## config.mk

```make
export PLATFORM = sky130hd
export DESIGN_NAME = sprite_motion_ctrl_flat
export DESIGN_NICKNAME = d
export VERILOG_FILES = /design/src/rtl/sprite_motion_ctrl_pkg.sv /design/src/rtl/sprite_motion_ctrl_if.sv /design/src/rtl/sprite_motion_ctrl_key_edge.sv /design/src/rtl/sprite_motion_ctrl.sv /design/src/flat_wrapper.sv
export SDC_FILE = /design/constraint.sdc
export NUM_CORES = 1
export LEC_CHECK = 0
export CAP_MARGIN = 40
export CORE_UTILIZATION = 50
export CTS_CLUSTER_DIAMETER = 60
export DETAILED_ROUTE_END_ITERATION = 8
export MAX_ROUTING_LAYER = met4
export PLACE_DENSITY = 0.72
export RECOVER_POWER = 100
export SLEW_MARGIN = 10
export SYNTH_ARGS = -nofsm -noshare
export SYNTH_HDL_FRONTEND = slang
export SYNTH_SLANG_ARGS = --single-unit
```

## constraint.sdc

```tcl
create_clock -name clock -period 5.1 [get_ports clock]
set_clock_uncertainty 0.1 [all_clocks]
set_input_delay 1.02 -clock clock [delete_from_list [all_inputs] [get_ports clock]]
set_output_delay 1.02 -clock clock [all_outputs]
set_load 0.01 [all_outputs]
```

## src/rtl/sprite_motion_ctrl_pkg.sv

```systemverilog
// Shared types, default screen/sprite geometry and the single-axis move helper
// used by the sprite motion scheduler.
package sprite_motion_pkg;

  localparam int DEF_SCREEN_W  = 480;
  localparam int DEF_SCREEN_H  = 272;
  localparam int DEF_SPRITE_W  = 50;
  localparam int DEF_SPRITE_H  = 100;
  localparam int DEF_STEP      = 2;
  localparam int DEF_HIT_TICKS = 15;

  typedef enum logic [1:0] {
    ST_PAUSE = 2'd0,
    ST_RUN   = 2'd1,
    ST_HIT   = 2'd2
  } state_e;

  typedef enum logic {
    DIR_POS = 1'b0,  // right / down
    DIR_NEG = 1'b1   // left / up
  } dir_e;

  typedef struct packed {
    logic [9:0] pos;
    dir_e       dir;
    logic       bounce;
  } axis_t;

  function automatic dir_e dir_flip(dir_e d);
    return (d == DIR_POS) ? DIR_NEG : DIR_POS;
  endfunction

  // One step along an axis, clamping at 0 or lim and flipping direction on contact.
  function automatic axis_t axis_step(logic [9:0] pos, dir_e dir, logic [9:0] step,
                                      logic [9:0] lim);
    axis_t      r;
    logic [9:0] nx;
    r.pos    = pos;
    r.dir    = dir;
    r.bounce = 1'b0;
    nx       = pos + step;
    if (dir == DIR_POS) begin
      if (nx >= lim) begin
        r.pos    = lim;
        r.dir    = DIR_NEG;
        r.bounce = 1'b1;
      end else begin
        r.pos = nx;
      end
    end else begin
      if (pos <= step) begin
        r.pos    = '0;
        r.dir    = DIR_POS;
        r.bounce = 1'b1;
      end else begin
        r.pos = pos - step;
      end
    end
    return r;
  endfunction

endpackage

```

## src/rtl/sprite_motion_ctrl_if.sv

```systemverilog
// Strobe/key/raster inputs and sprite state outputs of the motion scheduler.
interface sprite_motion_ctrl_if;
  logic       tick;
  logic [2:0] key;
  logic [8:0] x;
  logic [8:0] y;
  logic [8:0] sprite_x;
  logic [8:0] sprite_y;
  logic [7:0] bounce_cnt;
  logic       hit;
  logic       running;

  modport master (
    output tick, key, x, y,
    input  sprite_x, sprite_y, bounce_cnt, hit, running
  );

  modport slave (
    input  tick, key, x, y,
    output sprite_x, sprite_y, bounce_cnt, hit, running
  );
endinterface

```

## src/rtl/sprite_motion_ctrl_key_edge.sv

```systemverilog
// Registered rising-edge detector: a pulse appears one cycle after the input rises.
module key_edge_detect #(
  parameter int WIDTH = 3
) (
  input  logic             clock,
  input  logic             reset,
  input  logic [WIDTH-1:0] din,
  output logic [WIDTH-1:0] rise
);

  logic [WIDTH-1:0] prev_q, prev_d;
  logic [WIDTH-1:0] rise_q, rise_d;

  always_comb begin
    prev_d = din;
    rise_d = din & ~prev_q;
  end

  always_ff @(posedge clock or negedge reset) begin
    if (!reset) begin
      prev_q <= '0;
      rise_q <= '0;
    end else begin
      prev_q <= prev_d;
      rise_q <= rise_d;
    end
  end

  assign rise = rise_q;

endmodule

```

## src/rtl/sprite_motion_ctrl.sv

```systemverilog
// Sprite motion scheduler: PAUSE/RUN/HIT FSM, position/direction, bounce count, hit flash.
// Define SPRITE_MOTION_CTRL_TEAR_FREE_EN to defer each move into vertical blanking.
module sprite_motion_ctrl
  import sprite_motion_pkg::*;
#(
  parameter int SCREEN_W  = DEF_SCREEN_W,
  parameter int SCREEN_H  = DEF_SCREEN_H,
  parameter int SPRITE_W  = DEF_SPRITE_W,
  parameter int SPRITE_H  = DEF_SPRITE_H,
  parameter int STEP      = DEF_STEP,
  parameter int HIT_TICKS = DEF_HIT_TICKS
) (
  input logic                 clock,
  input logic                 reset,
  sprite_motion_ctrl_if.slave bus
);

  localparam logic [9:0] X_LIM  = 10'(SCREEN_W - SPRITE_W);
  localparam logic [9:0] Y_LIM  = 10'(SCREEN_H - SPRITE_H);
  localparam logic [9:0] X_RST  = 10'((SCREEN_W - SPRITE_W) / 2);
  localparam logic [9:0] Y_RST  = 10'((SCREEN_H - SPRITE_H) / 2);
  localparam logic [9:0] STEP_N = 10'(STEP);
  localparam logic [9:0] STEP_F = 10'(2 * STEP);
  localparam int         HCW    = (HIT_TICKS > 1) ? $clog2(HIT_TICKS) : 1;
  localparam logic [HCW-1:0] HIT_LAST = HCW'(HIT_TICKS - 1);

  // Bit 0 is run/pause, bit 1 is reverse-x; fast (key[1]) is level-sensitive.
  logic [1:0] key_rise;

  key_edge_detect #(.WIDTH(2)) u_key_edge (
    .clock (clock),
    .reset (reset),
    .din   ({bus.key[2], bus.key[0]}),
    .rise  (key_rise)
  );

  state_e         state_q, state_d;
  logic [9:0]     sx_q, sx_d, sy_q, sy_d;
  dir_e           dx_q, dx_d, dy_q, dy_d;
  logic [7:0]     bounce_q, bounce_d;
  logic [HCW-1:0] hit_cnt_q, hit_cnt_d;
  logic           pending_q, pending_d;
  logic           hit_q, hit_d;
  logic           running_q, running_d;

  dir_e       dx_eff;
  logic [9:0] step;
  logic       move_req;
  axis_t      ax, ay;

  always_comb begin
    state_d   = state_q;
    sx_d      = sx_q;
    sy_d      = sy_q;
    dy_d      = dy_q;
    bounce_d  = bounce_q;
    hit_cnt_d = hit_cnt_q;
    pending_d = pending_q;

    // A reverse edge takes effect before any move in the same cycle.
    dx_eff = key_rise[1] ? dir_flip(dx_q) : dx_q;
    dx_d   = dx_eff;
    step   = bus.key[1] ? STEP_F : STEP_N;
    ax     = axis_step(sx_q, dx_eff, step, X_LIM);
    ay     = axis_step(sy_q, dy_q, step, Y_LIM);
`ifdef SPRITE_MOTION_CTRL_TEAR_FREE_EN
    move_req = pending_q && ({1'b0, bus.y} >= 10'(SCREEN_H));
`else
    move_req = bus.tick;
`endif

    unique case (state_q)
      ST_PAUSE: begin
        if (key_rise[0]) state_d = ST_RUN;
      end
      ST_RUN: begin
        if (key_rise[0]) begin
          state_d   = ST_PAUSE;
          pending_d = 1'b0;
        end else begin
          if (move_req) begin
            sx_d      = ax.pos;
            dx_d      = ax.dir;
            sy_d      = ay.pos;
            dy_d      = ay.dir;
            bounce_d  = bounce_q + 8'(ax.bounce) + 8'(ay.bounce);
            pending_d = 1'b0;
            if (ax.bounce || ay.bounce) begin
              state_d   = ST_HIT;
              hit_cnt_d = '0;
            end
          end
          if (bus.tick && (state_d == ST_RUN)) pending_d = 1'b1;
        end
      end
      ST_HIT: begin
        if (key_rise[0]) begin
          state_d   = ST_PAUSE;
          hit_cnt_d = '0;
        end else if (bus.tick) begin
          if (hit_cnt_q == HIT_LAST) begin
            state_d   = ST_RUN;
            hit_cnt_d = '0;
          end else begin
            hit_cnt_d = hit_cnt_q + HCW'(1);
          end
        end
      end
      default: state_d = ST_PAUSE;
    endcase

`ifndef SPRITE_MOTION_CTRL_TEAR_FREE_EN
    pending_d = 1'b0;  // every RUN tick moves directly; nothing is ever deferred
`endif
    hit_d     = (state_d == ST_HIT);
    running_d = (state_d != ST_PAUSE);
  end

  always_ff @(posedge clock or negedge reset) begin
    if (!reset) begin
      state_q   <= ST_PAUSE;
      sx_q      <= X_RST;
      sy_q      <= Y_RST;
      dx_q      <= DIR_POS;
      dy_q      <= DIR_POS;
      bounce_q  <= '0;
      hit_cnt_q <= '0;
      pending_q <= 1'b0;
      hit_q     <= 1'b0;
      running_q <= 1'b0;
    end else begin
      state_q   <= state_d;
      sx_q      <= sx_d;
      sy_q      <= sy_d;
      dx_q      <= dx_d;
      dy_q      <= dy_d;
      bounce_q  <= bounce_d;
      hit_cnt_q <= hit_cnt_d;
      pending_q <= pending_d;
      hit_q     <= hit_d;
      running_q <= running_d;
    end
  end

  assign bus.sprite_x   = sx_q[8:0];
  assign bus.sprite_y   = sy_q[8:0];
  assign bus.bounce_cnt = bounce_q;
  assign bus.hit        = hit_q;
  assign bus.running    = running_q;

  logic unused_sig;
`ifdef SPRITE_MOTION_CTRL_TEAR_FREE_EN
  assign unused_sig = ^{bus.x, sx_q[9], sy_q[9]};
`else
  assign unused_sig = ^{bus.x, bus.y, pending_q, sx_q[9], sy_q[9]};
`endif

endmodule

```

## src/flat_wrapper.sv

```systemverilog
// flat-port wrapper written by rule: the top's interface ports become plain ports
module sprite_motion_ctrl_flat import sprite_motion_pkg::*;
#(
  parameter int SCREEN_W  = DEF_SCREEN_W,
  parameter int SCREEN_H  = DEF_SCREEN_H,
  parameter int SPRITE_W  = DEF_SPRITE_W,
  parameter int SPRITE_H  = DEF_SPRITE_H,
  parameter int STEP      = DEF_STEP,
  parameter int HIT_TICKS = DEF_HIT_TICKS
)
  (clock, reset, bus_tick, bus_key, bus_x, bus_y, bus_sprite_x, bus_sprite_y, bus_bounce_cnt, bus_hit, bus_running);
  sprite_motion_ctrl_if bus_i ();
  input logic clock;
  input logic reset;
  input wire logic [$bits(bus_i.tick)-1:0] bus_tick;
  input wire logic [$bits(bus_i.key)-1:0] bus_key;
  input wire logic [$bits(bus_i.x)-1:0] bus_x;
  input wire logic [$bits(bus_i.y)-1:0] bus_y;
  output wire logic [$bits(bus_i.sprite_x)-1:0] bus_sprite_x;
  output wire logic [$bits(bus_i.sprite_y)-1:0] bus_sprite_y;
  output wire logic [$bits(bus_i.bounce_cnt)-1:0] bus_bounce_cnt;
  output wire logic [$bits(bus_i.hit)-1:0] bus_hit;
  output wire logic [$bits(bus_i.running)-1:0] bus_running;
  assign bus_i.tick = bus_tick;
  assign bus_i.key = bus_key;
  assign bus_i.x = bus_x;
  assign bus_i.y = bus_y;
  assign bus_sprite_x = bus_i.sprite_x;
  assign bus_sprite_y = bus_i.sprite_y;
  assign bus_bounce_cnt = bus_i.bounce_cnt;
  assign bus_hit = bus_i.hit;
  assign bus_running = bus_i.running;
  sprite_motion_ctrl #(.SCREEN_W(SCREEN_W), .SCREEN_H(SCREEN_H), .SPRITE_W(SPRITE_W), .SPRITE_H(SPRITE_H), .STEP(STEP), .HIT_TICKS(HIT_TICKS)) u_core (.clock(clock), .reset(reset), .bus(bus_i));
endmodule
```

======== Word level (Yosys, flattened, before mapping) ========
Index checks and enable logic that the tools add are counted.
operators by class
  bitwise gates (word level) .............. 3
  add/sub/neg operators ................... 7
  reductions and logical operators ........ 6
  eq/ne operators ......................... 8
  order comparisons ....................... 4
  muxes and demuxes ....................... 31
operators by type and width
  kind                 number
  $mux 10              4
  $mux 12              2
  $mux 4               6
  $mux 2               11
  $add 10x10->10       2
  $le 10x10->1         2
  $sub 10x10->10       2
  $add 8x1->8          2
  $ge 10x8->1 const B  1
  $ge 10x9->1 const B  1
  $pmux 4 s2           1
  $pmux 2 s3           1
  $mux 1               5
  $reduce_and 5->1     1
  $add 4x1->4 const B  1
  $eq 2x2->1 const B   2
  $eq 4x4->1 const B   1
  $ne 2x2->1 const B   2
  $reduce_bool 2->1    2
  $mux 3               1
  $ne 3x3->1 const B   1
  $reduce_and 3->1     1
  $and 2x2->2          1
  $eq 2x1->1 const B   1
  5 further kinds      5
storage, ports and cells
  input port bits ......................... 24
  flip-flop bits (word level) ............. 42

======== Depth between registers and ports, before layout ========
  word-level depth ........................ 11
  gate-level depth with buffers ........... 15
  depth with buffers taken out ............ 14

======== Hierarchy ========
A second synthesis with hierarchy kept.
unflattened totals
  cells, all modules ...................... 369
  area, all modules ....................... 3129.3 µm²
by module, submodules not included
  module              cells an instance  times used  area each (µm²)
  sprite_motion_ctrl  363                1           3001.6
  key_edge_detect     6                  1           127.6

======== Least setup slack after synthesis ========
No wires, ideal clock.
  path kind ............................... input -> register
  start ................................... input bus_key[1]
  end ..................................... register u_core.bounce_q[7] (netlist: u_core.bus.bounce_cnt[7])
  arrival time ............................ 3.902 ns
  slack ................................... 0.973 ns
  cell stages on the path ................. 14
  required time ........................... 4.876 ns
  cell sequence ........................... inv_1 -> ha_1 -> fa_1 -> buf_6 -> or3b_1 -> a221oi_2 -> a221oi_1 -> a22o_4 -> a21oi_1 -> inv_1 -> fa_1 -> nor3_1 -> nand3_1 -> xnor2_1
on the way
  longest elaborated chain between the ends .. 7
  elaborated cells between the ends (all ways) .. 15
RTL lines
  what                  line                          RTL
  start, declared       flat_wrapper.sv:16            input wire logic [$bits(bus_i.key)-1:0] bus_key;
  $mux 3 (*)            sprite_motion_ctrl.sv:63      step = bus.key[1] ? STEP_F : STEP_N;
  $add 10x10->10        sprite_motion_ctrl_pkg.sv:41  nx = pos + step;
  $ge 10x9->1           sprite_motion_ctrl_pkg.sv:43  if (nx >= lim) begin
  $mux 2                sprite_motion_ctrl_pkg.sv:43
  $mux 12               sprite_motion_ctrl_pkg.sv:42  if (dir == DIR_POS) begin
  $add 8x1->8           sprite_motion_ctrl.sv:86      bounce_d = bounce_q + 8'(ax.bounce) + 8'(ay.bounce);
  $add 8x1->8 (*)       sprite_motion_ctrl.sv:86
  end signal, assigned  sprite_motion_ctrl.sv:137     bounce_q <= bounce_d;
  end, declared         sprite_motion_ctrl.sv:40      logic [7:0] bounce_q, bounce_d;
Every way passes the cells marked *; elsewhere a longest branch is shown, timed or not.
A chain may end at the register's enable or synchronous reset.

======== Final worst setup path ========
Same ends and word-level chain as after synthesis.

==> results.json <==
{
  "synth-compound-area-share_pct": 22.4,
  "whs_path_depth": 1,
  "violations": "max-capacitance violations, max-slew violations",
  "synth_cell_types": 68,
  "grt_overflow": 0,
  "syn2layout_area_growth_pct": 10.4,
  "arrival_ns": 4.84,
  "finalPower_mw": 1.93,
  "initial_utilization_pct": 52.9,
  "first_global_vias": 2488,
  "grt_max_degree": 33,
  "timing.rr.end": "u_core.bus.bounce_cnt[7]$_DFFE_PN0P_",
  "synth_top_family_by_area": "simple AND/OR/NAND/NOR gates",
  "vias_per_cell": 6.15,
  "cp-end-kind": "flop",
  "cts_setup_buffers": 0,
  "fillers": 560,
  "required_ns": 5.18,
  "grt_pass1_wl_um": 11900,
  "routedWlPerCell_um": 15.7,
  "setup_viol": 0,
  "antenna_cells": 0,
  "run_status": "finished with violations",
  "cts_resized": 0,
  "rsz0062_at_grt": "false",
  "critPathKind": "in2reg",
  "synthCells": 369,
  "min_from": "u_core.u_key_edge.prev_q[1]$_DFF_PN0_",
  "seqCellArea_sq_um": 1040,
  "fmax_mhz": 210,
  "drtIter0Drc": 257,
  "synth_simple_gate_area_share_pct": 22.7,
  "antenna_found_initial": 0,
  "setup_tns_ns": 0,
  "clk_latency_ns": 0.30,
  "core_area_sq_um": 6030,
  "grtUsageTotal_pct": 23.9,
  "postRouteAntennaNets": 0,
  "numPortBuffers": 32,
  "ys_warn_count": 0,
  "avgSynthCellArea_sq_um": 8.65,
  "rows": 28,
  "synth_nets": 409,
  "finalCritPeriodShare_pct": 93.2,
  "worst_r2r_startpoint": "u_core.sy_q[1]$_DFFE_PN1P_",
  "hold_end": "u_core.u_key_edge.rise[1]$_DFF_PN0_",
  "numCtsBuffers": 5,
  "dp_hpwl_um": 5090,
  "min-delay-path-class": "reg2reg",
  "cap_violations": 1,
  "maxSlewViolCount": 33,
  "ctsHoldBuffers": 0,
  "final_common_cell": "dfrtp_1",
  "final_cell_mix": "dfrtp_1, nand2_1, nor2_1",
  "cts_max_level": 2,
  "ir_drop_uv": 243,
  "leakagePower_nw": 1.50,
  "tightest_slew_ns": 1.71,
  "cts.sinks": 41,
  "cp_max_fo": 7,
  "period_minus_slack_ns": 4.75,
  "clk_path_buf_depth": 2,
  "powerDensity_nw_per_um2": 550,
  "rrSetupSlack_ns": 1.35,
  "path_clk_slew_ns": 0.09,
  "stdcell_count": 452,
  "ys_ff_latch": 41,
  "relSlewSlack_pct": -14.0,
  "synth_ff_type": "dfrtp_1",
  "worstSetupStartpointType": "input port",
  "clockRootBuffer": "clkbuf_8",
  "synth_fa_ha_area_share_pct": 7.45,
  "muxShareOfSynthArea_pct": 0.353,
  "dp.cells": 444,
  "drtPass1Iterations": 5,
  "die_height_um": 81.9,
  "multi_input_area_sq_um": 1820,
  "remaining_drc_errors": 0,
  "die_width_um": 81.9,
  "cts_tree": "yes",
  "synth-async-reset-ratio_pct": 100,
  "nNetsFinal": 416,
  "synth_edf_count": 0,
  "hold_viol_final": 0,
  "ff2ff_path_depth": 12,
  "die_area_sq_um": 6700,
  "drive_gt1_share_pct": 7.43,
  "wirelength_um": 7080,
  "vias": 2781,
  "synth_area_sq_um": 3190,
  "ios": 52,
  "yosys.area_share.xor_xnor_pct": 4.67,
  "gp_routability_congestion": 0.866,
  "synth_seq_area_share_pct": 32.5
}
-- registers in the layout, indices dropped and copies added (netlist names), 2 cells and up --
register                  count
u_core.hit_cnt_q              4
u_core.u_key_edge.prev_q      2
u_core.u_key_edge.rise        2
u_core.state_q                2
u_core.sy_q                   9
u_core.bus.bounce_cnt         8
u_core.sx_q                  10
-- power by group --
group,switching [mW],internal (mW)
combinational,0.541,0.441
clock,0.118,0.195
sequential,0.197,0.443
-- cells in the mapped netlist (3+ instances only) --
cell type / instances / area share (%)
fa_1: 5 / 3.1
nand4_1: 4 / 0.78
xnor2_1: 12 / 3.3
buf_4: 21 / 4.9
a32oi_1: 3 / 0.82
o211ai_1: 5 / 1.2
a221oi_2: 3 / 1.4
and2_1: 3 / 0.59
a31oi_1: 6 / 1.2
nand4b_1: 3 / 0.82
inv_1: 17 / 2.0
xor2_1: 5 / 1.4
clkbuf_1: 10 / 1.2
nand2_1: 29 / 3.4
nor3b_1: 6 / 1.4
o31ai_1: 8 / 1.9
and3_1: 5 / 0.98
nor4_1: 6 / 1.2
nor3_1: 14 / 2.2
buf_2: 8 / 1.3
dfrtp_1: 31 / 24
or3_1: 4 / 0.78
nand3_1: 11 / 1.7
nor2b_1: 5 / 0.98
ha_1: 11 / 4.3
o21ai_1: 5 / 0.78
a21oi_1: 14 / 2.2
nor2_1: 26 / 3.1
o21ai_0: 24 / 3.8
nand2b_1: 8 / 1.6
dfstp_2: 10 / 8.2
-- critical path, stage by stage --
cell and delay, ns:
dlygate4sd3_1 0.55, inv_1 0.14, ha_1 0.24, fa_1 0.53, or3b_1 0.37, a221oi_2 0.21
a221oi_1 0.09, a22o_4 0.29, a21oi_1 0.22, inv_1 0.08, fa_1 0.39, nor3_1 0.39
nand3_1 0.15, xnor2_1 0.15
-- how the worst max path moves through the flow --
stage	start	to	slack (ns)	depth (start not counted)
global route	bus_key[1]	u_core.bus.bounce_cnt[7]$_DFFE_PN0P_	0.12	14
CTS	bus_key[1]	u_core.bus.bounce_cnt[7]$_DFFE_PN0P_	0.43	14
finish	bus_key[1]	u_core.bus.bounce_cnt[7]$_DFFE_PN0P_	0.35	14
floorplan	bus_key[1]	u_core.bus.bounce_cnt[7]$_DFFE_PN0P_	0.97	14
detailed placement	bus_key[1]	u_core.bus.bounce_cnt[7]$_DFFE_PN0P_	0.12	14
global placement	bus_key[1]	u_core.bus.bounce_cnt[7]$_DFFE_PN0P_	0.16	14
-- through the flow --
stage	instance area [sq um]	util (%)	worst slack, ns	hold WS, ns
after floorplan	3190	-	0.973	0.278
after global placement	3400	56.5	0.162	0.284
after detailed placement	3430	57.0	0.120	0.288
after CTS	3570	59.2	0.430	0.298
after global routing	3520	58.4	0.121	0.310
final	3520	58.4	0.347	0.290
-- cell type report --
class	count	area share, %
Tap cell	75	2.67
Timing Repair Buffer	40	10.5
Clock inverter	3	1.85
Multi-Input combinational cell	271	51.7
Clock buffer	5	1.95
Sequential cell	41	29.5
Inverter	17	1.81
-- routing by layer --
layer | wire (um) | track usage [%]
met5 | 0 | -
met4 | 64 | 6.14
met3 | 357 | 3.56
met2 | 3210 | 35.5
met1 | 3440 | 34.0
-- kinds of logic (layout without fill, tap and decap cells) --
family / after synthesis / in the layout
other: 1 / 1
AOI/OAI and AO/OA: 100 / 100
buffers and inverters: 57 / 65
xor gates and xnor gates: 17 / 17
adders and majority gates: 16 / 16
and+or+nand+nor: 136 / 136
DFF: 41 / 41
muxes: 1 / 1
(Power assumes the default switching activity.)
